--- src/rtl/pc_sequencer.sv ---
// pc_sequencer: owns the fetch PC and picks the next PC each cycle.
//
// Next-PC candidates, highest priority first: exception vector, taken
// branch from EX, register jump from EX, direct jump from ID, PC+4.
// While IF is stalled, a non-exception redirect is parked in a pending
// register and applied on the edge where the stall releases.
//
// Ports:
//   clk, rst             clock (rising edge), synchronous active-high reset
//   stall                IF stall; PC holds unless an exception occurs
//   exc_valid            exception raised this cycle
//   br_taken/br_pc4/br_imm   EX taken branch, its PC+4 and word offset
//   jr_valid/jr_addr     EX register jump and its target
//   j_valid/j_pc4_hi/j_index ID direct jump fields
//   pc                   current fetch address (registered)
//   pc_plus4             pc + 4 (combinational)
//   flush_if_id          kill the IF/ID instruction (combinational)
//   flush_id_ex          kill the ID/EX instruction (combinational)
//   redirect_pending     a redirect is parked awaiting stall release
module pc_sequencer #(
   parameter logic [31:0] RESET_PC = 32'h0000_0000,
   parameter logic [31:0] EXC_VEC  = 32'h0000_0180
) (
   input  logic        clk,
   input  logic        rst,
   input  logic        stall,
   input  logic        exc_valid,
   input  logic        br_taken,
   input  logic [31:0] br_pc4,
   input  logic [31:0] br_imm,
   input  logic        jr_valid,
   input  logic [31:0] jr_addr,
   input  logic        j_valid,
   input  logic [3:0]  j_pc4_hi,
   input  logic [25:0] j_index,
   output logic [31:0] pc,
   output logic [31:0] pc_plus4,
   output logic        flush_if_id,
   output logic        flush_id_ex,
   output logic        redirect_pending
);

   localparam int unsigned XLEN = 32;

   typedef enum logic {
      RUN  = 1'b0,
      HOLD = 1'b1
   } state_t;

   // Parkable request priorities; exceptions are never parked.
   typedef enum logic [1:0] {
      PRIO_NONE = 2'd0,
      PRIO_J    = 2'd1,
      PRIO_JR   = 2'd2,
      PRIO_BR   = 2'd3
   } prio_t;

   state_t            state_q, state_d;
   logic [XLEN-1:0]   pc_q, pc_d;
   logic [XLEN-1:0]   pend_target_q, pend_target_d;
   prio_t             pend_prio_q, pend_prio_d;

   logic [XLEN-1:0]   br_target;
   logic [XLEN-1:0]   j_target;
   prio_t             req_prio;
   logic [XLEN-1:0]   req_target;
   logic              req_kill_ex;
   logic              take_new;
   logic              fl_if_id;
   logic              fl_id_ex;

   // Upper offset bits fall off the left shift by two.
   logic              unused_br_imm_hi;
   assign unused_br_imm_hi = ^br_imm[31:30];

   // Target arithmetic, all modulo 2^32.
   assign br_target = br_pc4 + {br_imm[29:0], 2'b00};
   assign j_target  = {j_pc4_hi, j_index, 2'b00};
   assign pc_plus4  = pc_q + XLEN'(4);

   // Highest-priority non-exception request this cycle.
   always_comb begin
      req_prio    = PRIO_NONE;
      req_target  = '0;
      req_kill_ex = 1'b0;
      if (br_taken) begin
         req_prio    = PRIO_BR;
         req_target  = br_target;
         req_kill_ex = 1'b1;
      end else if (jr_valid) begin
         req_prio    = PRIO_JR;
         req_target  = jr_addr;
         req_kill_ex = 1'b1;
      end else if (j_valid) begin
         req_prio    = PRIO_J;
         req_target  = j_target;
         req_kill_ex = 1'b0;
      end
   end

   // A new request displaces the parked one only at equal or higher priority.
   assign take_new = (req_prio != PRIO_NONE) && (req_prio >= pend_prio_q);

   // Next-state, next-PC and flush decode.
   always_comb begin
      state_d       = state_q;
      pc_d          = pc_q;
      pend_target_d = pend_target_q;
      pend_prio_d   = pend_prio_q;
      fl_if_id      = 1'b0;
      fl_id_ex      = 1'b0;

      if (exc_valid) begin
         pc_d          = EXC_VEC;
         pend_target_d = '0;
         pend_prio_d   = PRIO_NONE;
         state_d       = RUN;
         fl_if_id      = 1'b1;
         fl_id_ex      = 1'b1;
      end else begin
         case (state_q)
            RUN: begin
               if (req_prio != PRIO_NONE) begin
                  fl_if_id = 1'b1;
                  fl_id_ex = req_kill_ex;
                  if (stall) begin
                     pend_target_d = req_target;
                     pend_prio_d   = req_prio;
                     state_d       = HOLD;
                  end else begin
                     pc_d = req_target;
                  end
               end else if (!stall) begin
                  pc_d = pc_plus4;
               end
            end
            HOLD: begin
               if (take_new) begin
                  fl_if_id = 1'b1;
                  fl_id_ex = req_kill_ex;
               end
               if (stall) begin
                  if (take_new) begin
                     pend_target_d = req_target;
                     pend_prio_d   = req_prio;
                  end
               end else begin
                  pc_d          = take_new ? req_target : pend_target_q;
                  pend_target_d = '0;
                  pend_prio_d   = PRIO_NONE;
                  state_d       = RUN;
               end
            end
            default: begin
               state_d = RUN;
            end
         endcase
      end
   end

   // Flushes are suppressed while reset is asserted.
   assign flush_if_id = fl_if_id & ~rst;
   assign flush_id_ex = fl_id_ex & ~rst;

   // State, PC and pending registers.
   always_ff @(posedge clk) begin
      if (rst) begin
         state_q       <= RUN;
         pc_q          <= RESET_PC;
         pend_target_q <= '0;
         pend_prio_q   <= PRIO_NONE;
      end else begin
         state_q       <= state_d;
         pc_q          <= pc_d;
         pend_target_q <= pend_target_d;
         pend_prio_q   <= pend_prio_d;
      end
   end

   assign pc               = pc_q;
   assign redirect_pending = (state_q == HOLD);

endmodule
--- config.mk ---
export PLATFORM = sky130hd
export DESIGN_NAME = pc_sequencer
export DESIGN_NICKNAME = d
export VERILOG_FILES = /design/src/rtl/pc_sequencer.sv
export SDC_FILE = /design/constraint.sdc
export NUM_CORES = 1
export LEC_CHECK = 0
export BUFFER_PORTS_ARGS = -buffer_cell sky130_fd_sc_hd__buf_2
export CAP_MARGIN = 20
export CORE_MARGIN = 2
export CORE_UTILIZATION = 53
export CTS_BUF_LIST = sky130_fd_sc_hd__clkbuf_2
export CTS_CLUSTER_DIAMETER = 120
export DETAILED_ROUTE_END_ITERATION = 8
export GPL_ROUTABILITY_DRIVEN = 0
export HOLD_SLACK_MARGIN = 0.03
export PLACE_DENSITY = 0.92
export SLEW_MARGIN = 20
export SYNTH_ARGS = -nofsm -noshare
export SYNTH_HDL_FRONTEND = slang
export SYNTH_SLANG_ARGS = --single-unit
--- constraint.sdc ---
create_clock -name clk -period 3.5 [get_ports clk]
set_input_delay 0.35 -clock clk [delete_from_list [all_inputs] [get_ports clk]]
set_output_delay 0.35 -clock clk [all_outputs]
set_load 0.05 [all_outputs]
==> impl_metrics.csv, run 1 <==
group,metric,value,unit
global_routing,antenna_found_initial,0,
global_routing,grt_pass1_wl,32.66,mm
critical_path,crit_path_end_kind,"primary output",
routing,viasPerCell,6.303,
critical_path,start_kind,"register",
critical_path,worst-r2r-cell-count,9,
status,status,"complete, no violations",
cells_and_area,drive_gt1_share,24.83,%
routing,wl_per_cell,17.87,um
synth,synth_edf_count,0,
synth,ys_seq_elements,67,
place,place_hpwl,15.52,mm
timing,tns,0,ps
timing,setup_viol,0,
critical_path,r2r_end,"pc[29]$_SDFFE_PP0P_",
floorplan,die_x,110.5,um
floorplan,num_rows,38,
critical_path,cp.required,3150,ps
min_path,hp-start,"rst",
routing,ant_nets,0,
min_path,hold_path_end,"pc[8]$_SDFFE_PP0P_",
cells_and_area,antenna_cells,0,
floorplan,die_h,110.5,um
critical_path,crit_start,"pc[4]$_SDFFE_PP0P_",
timing,fmax,303.7,MHz
synth,async_flop_share,0,%
synth,syn_nets,1009,
cts,cts_hold_buf,0,
synth,synthFlopType,"dfxtp_1",
timing,worstMarginPinSlew,861.9,ps
timing,setup_slack,207.4,ps
timing,drv_slew,0,
place,port_buffers,197,
routing,wl,20.49,mm
min_path,whs_path_depth,2,
cells_and_area,fin_area,7119,um^2
global_routing,grt_usage,32.18,%
place,pre_cts_slack,239.0,ps
global_routing,grt_max_degree,69,
cts,cts.clk_slew.worst_paths,180,ps
floorplan,start_util,54.93,%
floorplan,ioPinCount,200,
cells_and_area,fin_util,65.10,%
cts,cts_buffer_depth,2,
synth,avgSynthCellArea,7.126,um^2
cells_and_area,mostFrequentLayoutCells,"buf_2 (197), nand2_1 (99), nor2_1 (96)",
routing,drc,0,
cts,cts.sinks,67,
cts,ctsHtreeMaxLevel,3,
routing,first_pass_iters,5,
run,max_cap_viol_count,0,
critical_path,worstPathMaxFanout,8,
cts,clock_tree.root_cell,"clkbuf_2",
place,place_area,7037,um^2
synth,yosysWarnings,0,
routing,vias,7230,
synth,ys_seq_area_share,22.33,%
cells_and_area,layout_commonest_cell,"buf_2",
power_and_ir_drop,peakVddDrop,148.5,uV
min_path,hold_path.class,"in2reg",
timing,skew,15.32,ps
global_routing,grt-ovfl-total,0,
critical_path,crit_arrival,2940,ps
critical_path,timing.rr.start,"pc[4]$_SDFFE_PP0P_",
floorplan,fp.dieArea,12200,um^2
cts,numCtsBuffers,9,
synth,synth_area,6007,um^2
cells_and_area,nNetsFinal,1168,
synth,syn_inst,843,
cts,cts-resized-gates,0,
cts,cts_tree,"done",
timing,rsz0062_at_grt,"no",
timing,period_minus_slack,3293,ps
cts,post_cts_buffers,0,
power_and_ir_drop,cellPowerDensity,307.7,nW/um^2
timing,maxSlewHeadroom,42.40,%
critical_path,reg2reg_slack,880,ps
synth,synth.distinct_cells,74,
power_and_ir_drop,power_leakage,3.141,nW
timing,hold_viol_final,0,
critical_path,crit_type,"reg2out",
cts,clkLatencyLatePin,520,ps
cells_and_area,syn2layout_area_growth,18.52,%
timing,min_period_over_period,94.07,%
routing,initialDrtViolationCount,607,
floorplan,core_area,10940,um^2
global_routing,grt_pass1_vias,6680,
[sequential cells by signal, indices dropped and copies added, names as in the netlist, named ones only]
| signal | flops |
|---|---|
| pend_prio_q | 2 |
| pc | 30 |
| pend_target_q | 32 |
| redirect_pending | 1 |
[logic make-up (layout without fill, tap and decap cells)]
group           Yosys count  in the layout  synth area share [%]
flops                    67             67                 22.33
xor+xnor                 47             47                 6.853
compound gates          304            304                 33.91
fa+ha+maj                33             33                 6.998
buf+inv                  77            241                 5.228
simple gates            308            308                 23.50
mux                       7              7                 1.187
[worst max path at each step]
stage / endpoint / slack, ps
6_report: pc_plus4[27] / 210
3_3_place_gp: pc[28]$_SDFFE_PP0P_ / 340
2_1_floorplan: flush_id_ex / 30
5_1_grt: pc_plus4[26] / 30
4_1_cts: pc_plus4[27] / 280
3_5_place_dp: pc[28]$_SDFFE_PP0P_ / 240
[cells in the mapped netlist, types with 7 or more instances]
cell / n / area share (%)
nor2_1: 97 / 6.1
nand2_1: 99 / 6.2
inv_1: 13 / 0.81
a21oi_1: 86 / 7.2
a221oi_1: 20 / 2.9
nand3_1: 17 / 1.4
a31oi_1: 12 / 1.2
xor2_1: 15 / 2.2
and2_1: 7 / 0.73
a211oi_1: 22 / 2.7
nand4_1: 13 / 1.4
buf_2: 10 / 0.83
o21a_1: 7 / 0.87
a21o_1: 16 / 2.0
o211ai_1: 8 / 1.0
ha_1: 32 / 6.7
a22oi_1: 16 / 2.0
nor3_1: 32 / 2.7
xnor2_1: 32 / 4.7
dfxtp_1: 67 / 22
o21ai_0: 58 / 4.8
clkbuf_1: 44 / 2.7
[routing by layer]
metal	global-route usage (%)	up-vias	part of all wire [%]
met4	11.83	0	2.9
met2	53.91	506	46
met1	41.36	3234	39
met3	5.763	55	12
li1	-	3435	-
met5	0	-	0
[report_power, final]
group / internal, W / leakage (nW) / total, W / switching [W]
Combinational: 0.000348 / 2.54 / 0.000988 / 0.000639
Sequential: 0.000802 / 0.547 / 0.000842 / 0.0000407
Clock: 0.0000892 / 0.0559 / 0.000360 / 0.000271
[final cells by class]
cell class,count,area [um^2]
multi-input cells,699,4380
fillers,1023,3816
flip-flops and latches,67,1341
repair buffers,212,1099
well taps,140,175.2
clock buffers,11,55.05
inverters,13,48.80
clock inverters,5,20.02
[critical path, cell delays in order (launching register included)]
cell     delay (ps)
dfxtp_1         520
and4_1          250
and2b_1         320
and4_1          360
and2b_1         230
nand2_1          90
xnor2_1         310
buf_2           330
[through the flow]
stage	cells	total power [W]	hold WS (ps)
after floorplan	843	0.001540	419.1
after global placement	1131	0.001796	437.5
after detailed placement	1131	0.001817	447.2
after CTS	1147	0.002164	52.61
after global routing	1147	0.002305	37.01
final	1147	0.002191	65.62
No activity file was read; power rests on OpenSTA's default activity.
==> run 2: changes to the inputs <==
--- a/config.mk
+++ b/config.mk
@@ -7,7 +7,6 @@
 export LEC_CHECK = 0
 export BUFFER_PORTS_ARGS = -buffer_cell sky130_fd_sc_hd__buf_2
 export CAP_MARGIN = 20
-export CORE_MARGIN = 2
 export CORE_UTILIZATION = 53
 export CTS_BUF_LIST = sky130_fd_sc_hd__clkbuf_2
 export CTS_CLUSTER_DIAMETER = 120
==> run 2 against run 1 <==
Combinational power barely moved. Register-to-register slack lost 100 ps. Critical endpoint is now pc_plus4[28]. Clock power up 64%. Worst hold slack improved by 5.8 ps. Power increased by 11%. Global-route usage is 2.2 points higher. Via count grew 1.3%. Highest routed layer unchanged. Critical path depth did not move. Sequential power about the same. Flip-flop and latch count did not move. Core utilization is 0.86 points higher. Clock skew increased by 6.1 ps.
==> impl_metrics.csv, run 2 (same netlist as run 1, synthesis figures left out) <==
group,metric,value,unit
timing,maxSlewHeadroom,38.11,%
power_and_ir_drop,power_leakage,3.190,nW
floorplan,fp.dieArea,11760,um^2
timing,worstMarginPinSlew,926.1,ps
cts,cts.clk_slew.worst_paths,170,ps
power_and_ir_drop,power.internal,0.001458,W
global_routing,grt_max_degree,69,
cells_and_area,largest_reg_flops,32,
cells_and_area,antenna_cells,0,
min_path,hold_path_end,"pc[8]$_SDFFE_PP0P_",
global_routing,grt_pass1_wl,31.75,mm
timing,drv_slew,0,
cells_and_area,mostFrequentLayoutCells,"buf_2 (197), nand2_1 (99), nor2_1 (96)",
cells_and_area,syn2layout_area_growth,20.08,%
timing,rsz0062_at_grt,"no",
critical_path,cp.required,3150,ps
timing,period_minus_slack,3323,ps
critical_path,worstPathMaxFanout,7,
power_and_ir_drop,clkPwrFrac,24.4,%
floorplan,start_util,54.93,%
global_routing,grt_usage,34.33,%
min_path,hold_path.class,"in2reg",
place,place_hpwl,15.47,mm
cts,cts_buffer_depth,2,
routing,viasPerCell,6.372,
floorplan,core_area,10940,um^2
cts,cts.sinks,67,
routing,ant_nets,0,
timing,setup_viol,0,
cells_and_area,nNetsFinal,1170,
power_and_ir_drop,pwr-share-seq,34.7,%
cts,clock_tree.root_cell,"clkbuf_2",
cts,cts_hold_buf,0,
critical_path,crit_arrival,2970,ps
min_path,hp-start,"rst",
critical_path,start_kind,"register",
timing,fmax,300.9,MHz
power_and_ir_drop,p_sw,0.0009666,W
critical_path,crit_path_end_kind,"primary output",
power_and_ir_drop,p_sw_share,39.86,%
run,max_cap_viol_count,0,
critical_path,crit_type,"reg2out",
floorplan,die_h,108.5,um
routing,vias,7322,
floorplan,die_x,108.5,um
power_and_ir_drop,peakVddDrop,233.3,uV
cells_and_area,drive_gt1_share,25.27,%
timing,min_period_over_period,94.94,%
cts,clkLatencyLatePin,530,ps
global_routing,grt_pass1_vias,6566,
critical_path,timing.rr.start,"pc[2]$_SDFFE_PP0P_",
cells_and_area,layout_commonest_cell,"buf_2",
routing,wl,20.43,mm
global_routing,antenna_found_initial,0,
cts,cts-resized-gates,0,
routing,initialDrtViolationCount,610,
place,port_buffers,197,
cts,ctsHtreeMaxLevel,3,
critical_path,worst-r2r-cell-count,8,
floorplan,ioPinCount,200,
critical_path,r2r_end,"pc[24]$_SDFFE_PP0P_",
routing,first_pass_iters,5,
status,status,"complete, no violations",
critical_path,reg2reg_slack,780,ps
power_and_ir_drop,cellPowerDensity,336.2,nW/um^2
routing,wl_per_cell,17.78,um
cts,cts_tree,"done",
cts,post_cts_buffers,0,
timing,hold_viol_final,0,
cells_and_area,largest_register,"pend_target_q",
timing,skew,21.43,ps
cts,numCtsBuffers,9,
cells_and_area,final_cell_count_no_fill,1149,
power_and_ir_drop,power_frac_comb,40.8,%
timing,tns,0,ps
routing,drc,0,
place,place_inst,1133,
min_path,whs_path_depth,2,
global_routing,grt-ovfl-total,0,
floorplan,num_rows,38,
## run 2: area by class of cell
cell class	instances	area, um^2
inverters	13	48.80
flip-flops and latches	67	1341
well taps	140	175.2
fillers	1001	3722
repair buffers	214	1121
clock buffers	10	50.05
multi-input cells	699	4373
clock inverters	6	103.9
## run 2: power by group through the flow
stage	registers, W	logic, W	clock network, W
global placement	0.000855	0.000940	0
detailed placement	0.000857	0.000962	0
CTS	0.000841	0.000968	0.000585
global route	0.000848	0.00107	0.000609
finish	0.000843	0.000990	0.000592
floorplan	0.000907	0.000633	0
## run 2: worst max path at each step
| stage | from | end | slack (ps) | cells past startpoint |
|---|---|---|---|---|
| 2_1_floorplan | br_taken | flush_id_ex | 30 | 13 |
| 3_3_place_gp | br_pc4[2] | pc[28]$_SDFFE_PP0P_ | 370 | 12 |
| 3_5_place_dp | br_pc4[2] | pc[28]$_SDFFE_PP0P_ | 320 | 12 |
| 4_1_cts | pc[2]$_SDFFE_PP0P_ | pc_plus4[28] | 230 | 7 |
| 5_1_grt | pc[2]$_SDFFE_PP0P_ | pc_plus4[28] | 60 | 7 |
| 6_report | pc[2]$_SDFFE_PP0P_ | pc_plus4[28] | 180 | 7 |
## run 2: worst max-delay path: stages, from the launching register on
cell     delay (ps)
dfxtp_1         460
ha_1            300
and2_1          330
nand4_1         410
nor2_1          270
nand3_1         210
xnor2_1         190
buf_2           280
## run 2: per-layer routing
layer / GRT usage (%) / up-vias / wire (um)
li1: - / 3436 / -
met5: 0 / - / 0
met1: 43.24 / 3336 / 7992
met3: 5.967 / 62 / 2319
met4: 12.26 / 0 / 530
met2: 58.45 / 488 / 9589
## run 2: through the flow
step | total power, W | util (%) | setup WS, ps | hold slack, ps | instance area [um^2]
4_1_cts | 0.002394 | 65.96 | 227.9 | 78.10 | 7213
5_1_grt | 0.002525 | 65.96 | 55.16 | 89.81 | 7213
6_report | 0.002425 | 65.96 | 177.2 | 71.43 | 7213
3_5_place_dp | 0.001819 | 64.55 | 323.8 | 447.9 | 7059
3_3_place_gp | 0.001794 | 64.42 | 373.6 | 436.8 | 7044
2_1_floorplan | 0.001540 | - | 30.62 | 419.1 | 6025
==> run 3: changes to the inputs <==
--- a/config.mk
+++ b/config.mk
@@ -7,13 +7,13 @@
 export LEC_CHECK = 0
 export BUFFER_PORTS_ARGS = -buffer_cell sky130_fd_sc_hd__buf_2
 export CAP_MARGIN = 20
-export CORE_UTILIZATION = 53
+export CORE_UTILIZATION = 46
 export CTS_BUF_LIST = sky130_fd_sc_hd__clkbuf_2
 export CTS_CLUSTER_DIAMETER = 120
 export DETAILED_ROUTE_END_ITERATION = 8
 export GPL_ROUTABILITY_DRIVEN = 0
 export HOLD_SLACK_MARGIN = 0.03
-export PLACE_DENSITY = 0.92
+export PLACE_DENSITY = 0.83
 export SLEW_MARGIN = 20
 export SYNTH_ARGS = -nofsm -noshare
 export SYNTH_HDL_FRONTEND = slang
==> run 3 against run 2 <==
Global-route usage decreased by 4.3 points. Clock skew increased by 3.0 ps. Core utilization decreased by 9.1 points.
==> impl_metrics.csv, run 3 (same netlist as run 1, synthesis figures left out) <==
group,metric,value,unit
place,place_inst,1164,
power_and_ir_drop,peakVddDrop,138.7,uV
cells_and_area,largest_register,"pend_target_q",
critical_path,timing.rr.start,"pend_prio_q[0]$_SDFFE_PP0P_",
cts,ctsHtreeMaxLevel,3,
routing,first_pass_iters,7,
cells_and_area,antenna_cells,0,
place,place_hpwl,15.48,mm
cells_and_area,mostFrequentLayoutCells,"buf_2 (197), nand2_1 (99), nor2_1 (96)",
critical_path,crit_start,"pend_prio_q[0]$_SDFFE_PP0P_",
timing,hold_viol_final,0,
floorplan,die_x,116.3,um
cells_and_area,final_cell_count_no_fill,1181,
critical_path,start_kind,"register",
routing,initialDrtViolationCount,647,
global_routing,grt_pass1_vias,6319,
min_path,hold_path.class,"in2reg",
routing,wl,20.32,mm
cells_and_area,multi_input_area,4380,um^2
critical_path,crit_cells,8,
global_routing,grt-ovfl-total,0,
routing,drc,0,
floorplan,num_rows,41,
global_routing,grt_usage,30.07,%
critical_path,cp.required,3150,ps
critical_path,crit_buf_inv,1,
cts,cts.sinks,67,
critical_path,crit_path_end_kind,"primary output",
place,port_buffers,197,
cts,clkLatencyLatePin,520,ps
cells_and_area,largest_reg_flops,32,
status,status,"complete, no violations",
critical_path,crit_arrival,2930,ps
global_routing,grt_pass1_wl,31.77,mm
timing,min_period_over_period,93.69,%
critical_path,slowest_delay,840,ps
floorplan,core_area,12670,um^2
critical_path,worstPathMaxFanout,15,
cts,clock_tree.root_cell,"clkbuf_2",
floorplan,die_h,116.3,um
cts,cts_buffer_depth,2,
floorplan,start_util,47.41,%
cts,numCtsBuffers,9,
cts,post_cts_buffers,0,
routing,ant_nets,0,
timing,setup_viol,0,
routing,viasPerCell,6.115,
timing,drv_slew,0,
cells_and_area,layout_commonest_cell,"buf_2",
critical_path,crit_type,"reg2out",
critical_path,reg2reg_slack,700,ps
timing,rsz0062_at_grt,"no",
routing,vias,7222,
min_path,hp-start,"exc_valid",
run,max_cap_viol_count,0,
critical_path,crit_slowest_cell,"nor2_1",
min_path,whs_path_depth,2,
timing,skew,24.42,ps
timing,maxSlewHeadroom,26.89,%
timing,worstMarginPinSlew,1093,ps
critical_path,crit_chain,"ha_1 -> nand2b_1 -> a21oi_1 -> nor2_1 -> nor3_1 -> nor2_4 -> o21a_4 -> buf_2",
power_and_ir_drop,cellPowerDensity,316.3,nW/um^2
timing,fmax,305.0,MHz
global_routing,grt_max_degree,70,
timing,tns,0,ps
cells_and_area,syn2layout_area_growth,19.95,%
power_and_ir_drop,power_leakage,3.167,nW
timing,period_minus_slack,3279,ps
floorplan,fp.dieArea,13520,um^2
critical_path,worst-r2r-cell-count,9,
cells_and_area,seq_area,1341,um^2
critical_path,crit_family,"simple AND/OR/NAND/NOR gates",
cells_and_area,drive_gt1_share,25.17,%
global_routing,antenna_found_initial,1,
cts,cts.clk_slew.worst_paths,180,ps
cells_and_area,nFillCells,1246,
cts,cts_tree,"done",
timing,fin_hold_ws,138.0,ps
routing,wl_per_cell,17.20,um
cts,cts-resized-gates,0,
cells_and_area,nNetsFinal,1170,
floorplan,ioPinCount,200,
==> run 3: changes by cell type in the layout (fill, tap and decap cells not counted) <==
cell           previous run  this run
buf_8                     1         0
bufinv_16                 3         1
clkbuf_2                 10        13
clkinv_2                  2         1
dlygate4sd3_1             0         1
o21ai_2                   1         0
o21ai_4                   0         1
==> run 3: what timing repair did <==
item / 4_1_cts / 5_1_grt
hold endpoints to repair: 1 / 0
endpoints found under the setup margin: 0 / 0
hold buffers: 1 / 0
==> run 3: area by class of cell <==
type | instances | share of cell area [%]
Tap cell | 172 | 2.987
Multi-Input combinational cell | 699 | 60.79
Clock buffer | 13 | 0.9029
Timing Repair Buffer | 214 | 15.49
Inverter | 13 | 0.6772
Clock inverter | 3 | 0.5383
Sequential cell | 67 | 18.61
==> run 3: power by group <==
part | internal [W] | switching, W | leakage (nW)
logic | 0.000349 | 0.000638 | 2.55
registers | 0.000802 | 0.0000408 | 0.547
clock network | 0.000174 | 0.000276 | 0.0736
==> run 3: through the flow <==
stage / setup slack, ps / power, W / instance area [um^2] / utilization [%]
after floorplan: 30.62 / 0.001540 / 6025 / -
final: 221.0 / 0.002279 / 7206 / 56.87
after global routing: 13.74 / 0.002412 / 7206 / 56.87
after global placement: 316.3 / 0.001803 / 7084 / 55.91
after CTS: 225.3 / 0.002262 / 7206 / 56.87
after detailed placement: 249.1 / 0.001821 / 7092 / 55.97
==> run 3: worst paths after layout <==
kind,endpoint
min reg2reg,pend_target_q[14]$_SDFFE_PP0P_
max reg2reg,pend_target_q[27]$_SDFFE_PP0P_
min,pc[7]$_SDFFE_PP0P_
max,flush_id_ex
==> run 3: worst register-to-register path, delay by kind of cell, from the launching register on <==
kind / cells / cell delay (ps)
and+or+nand+nor: 4 / 1280
AOI/OAI and AO/OA: 3 / 570
DFF: 1 / 350
adders and majority gates: 1 / 270
buffers and inverters: 1 / 230
==> run 3: per-layer routing <==
metal	global-route usage [%]	share of wire (%)
met5	0	0
met4	10.68	2.5
met3	4.567	11
met2	48.92	45
met1	40.29	42
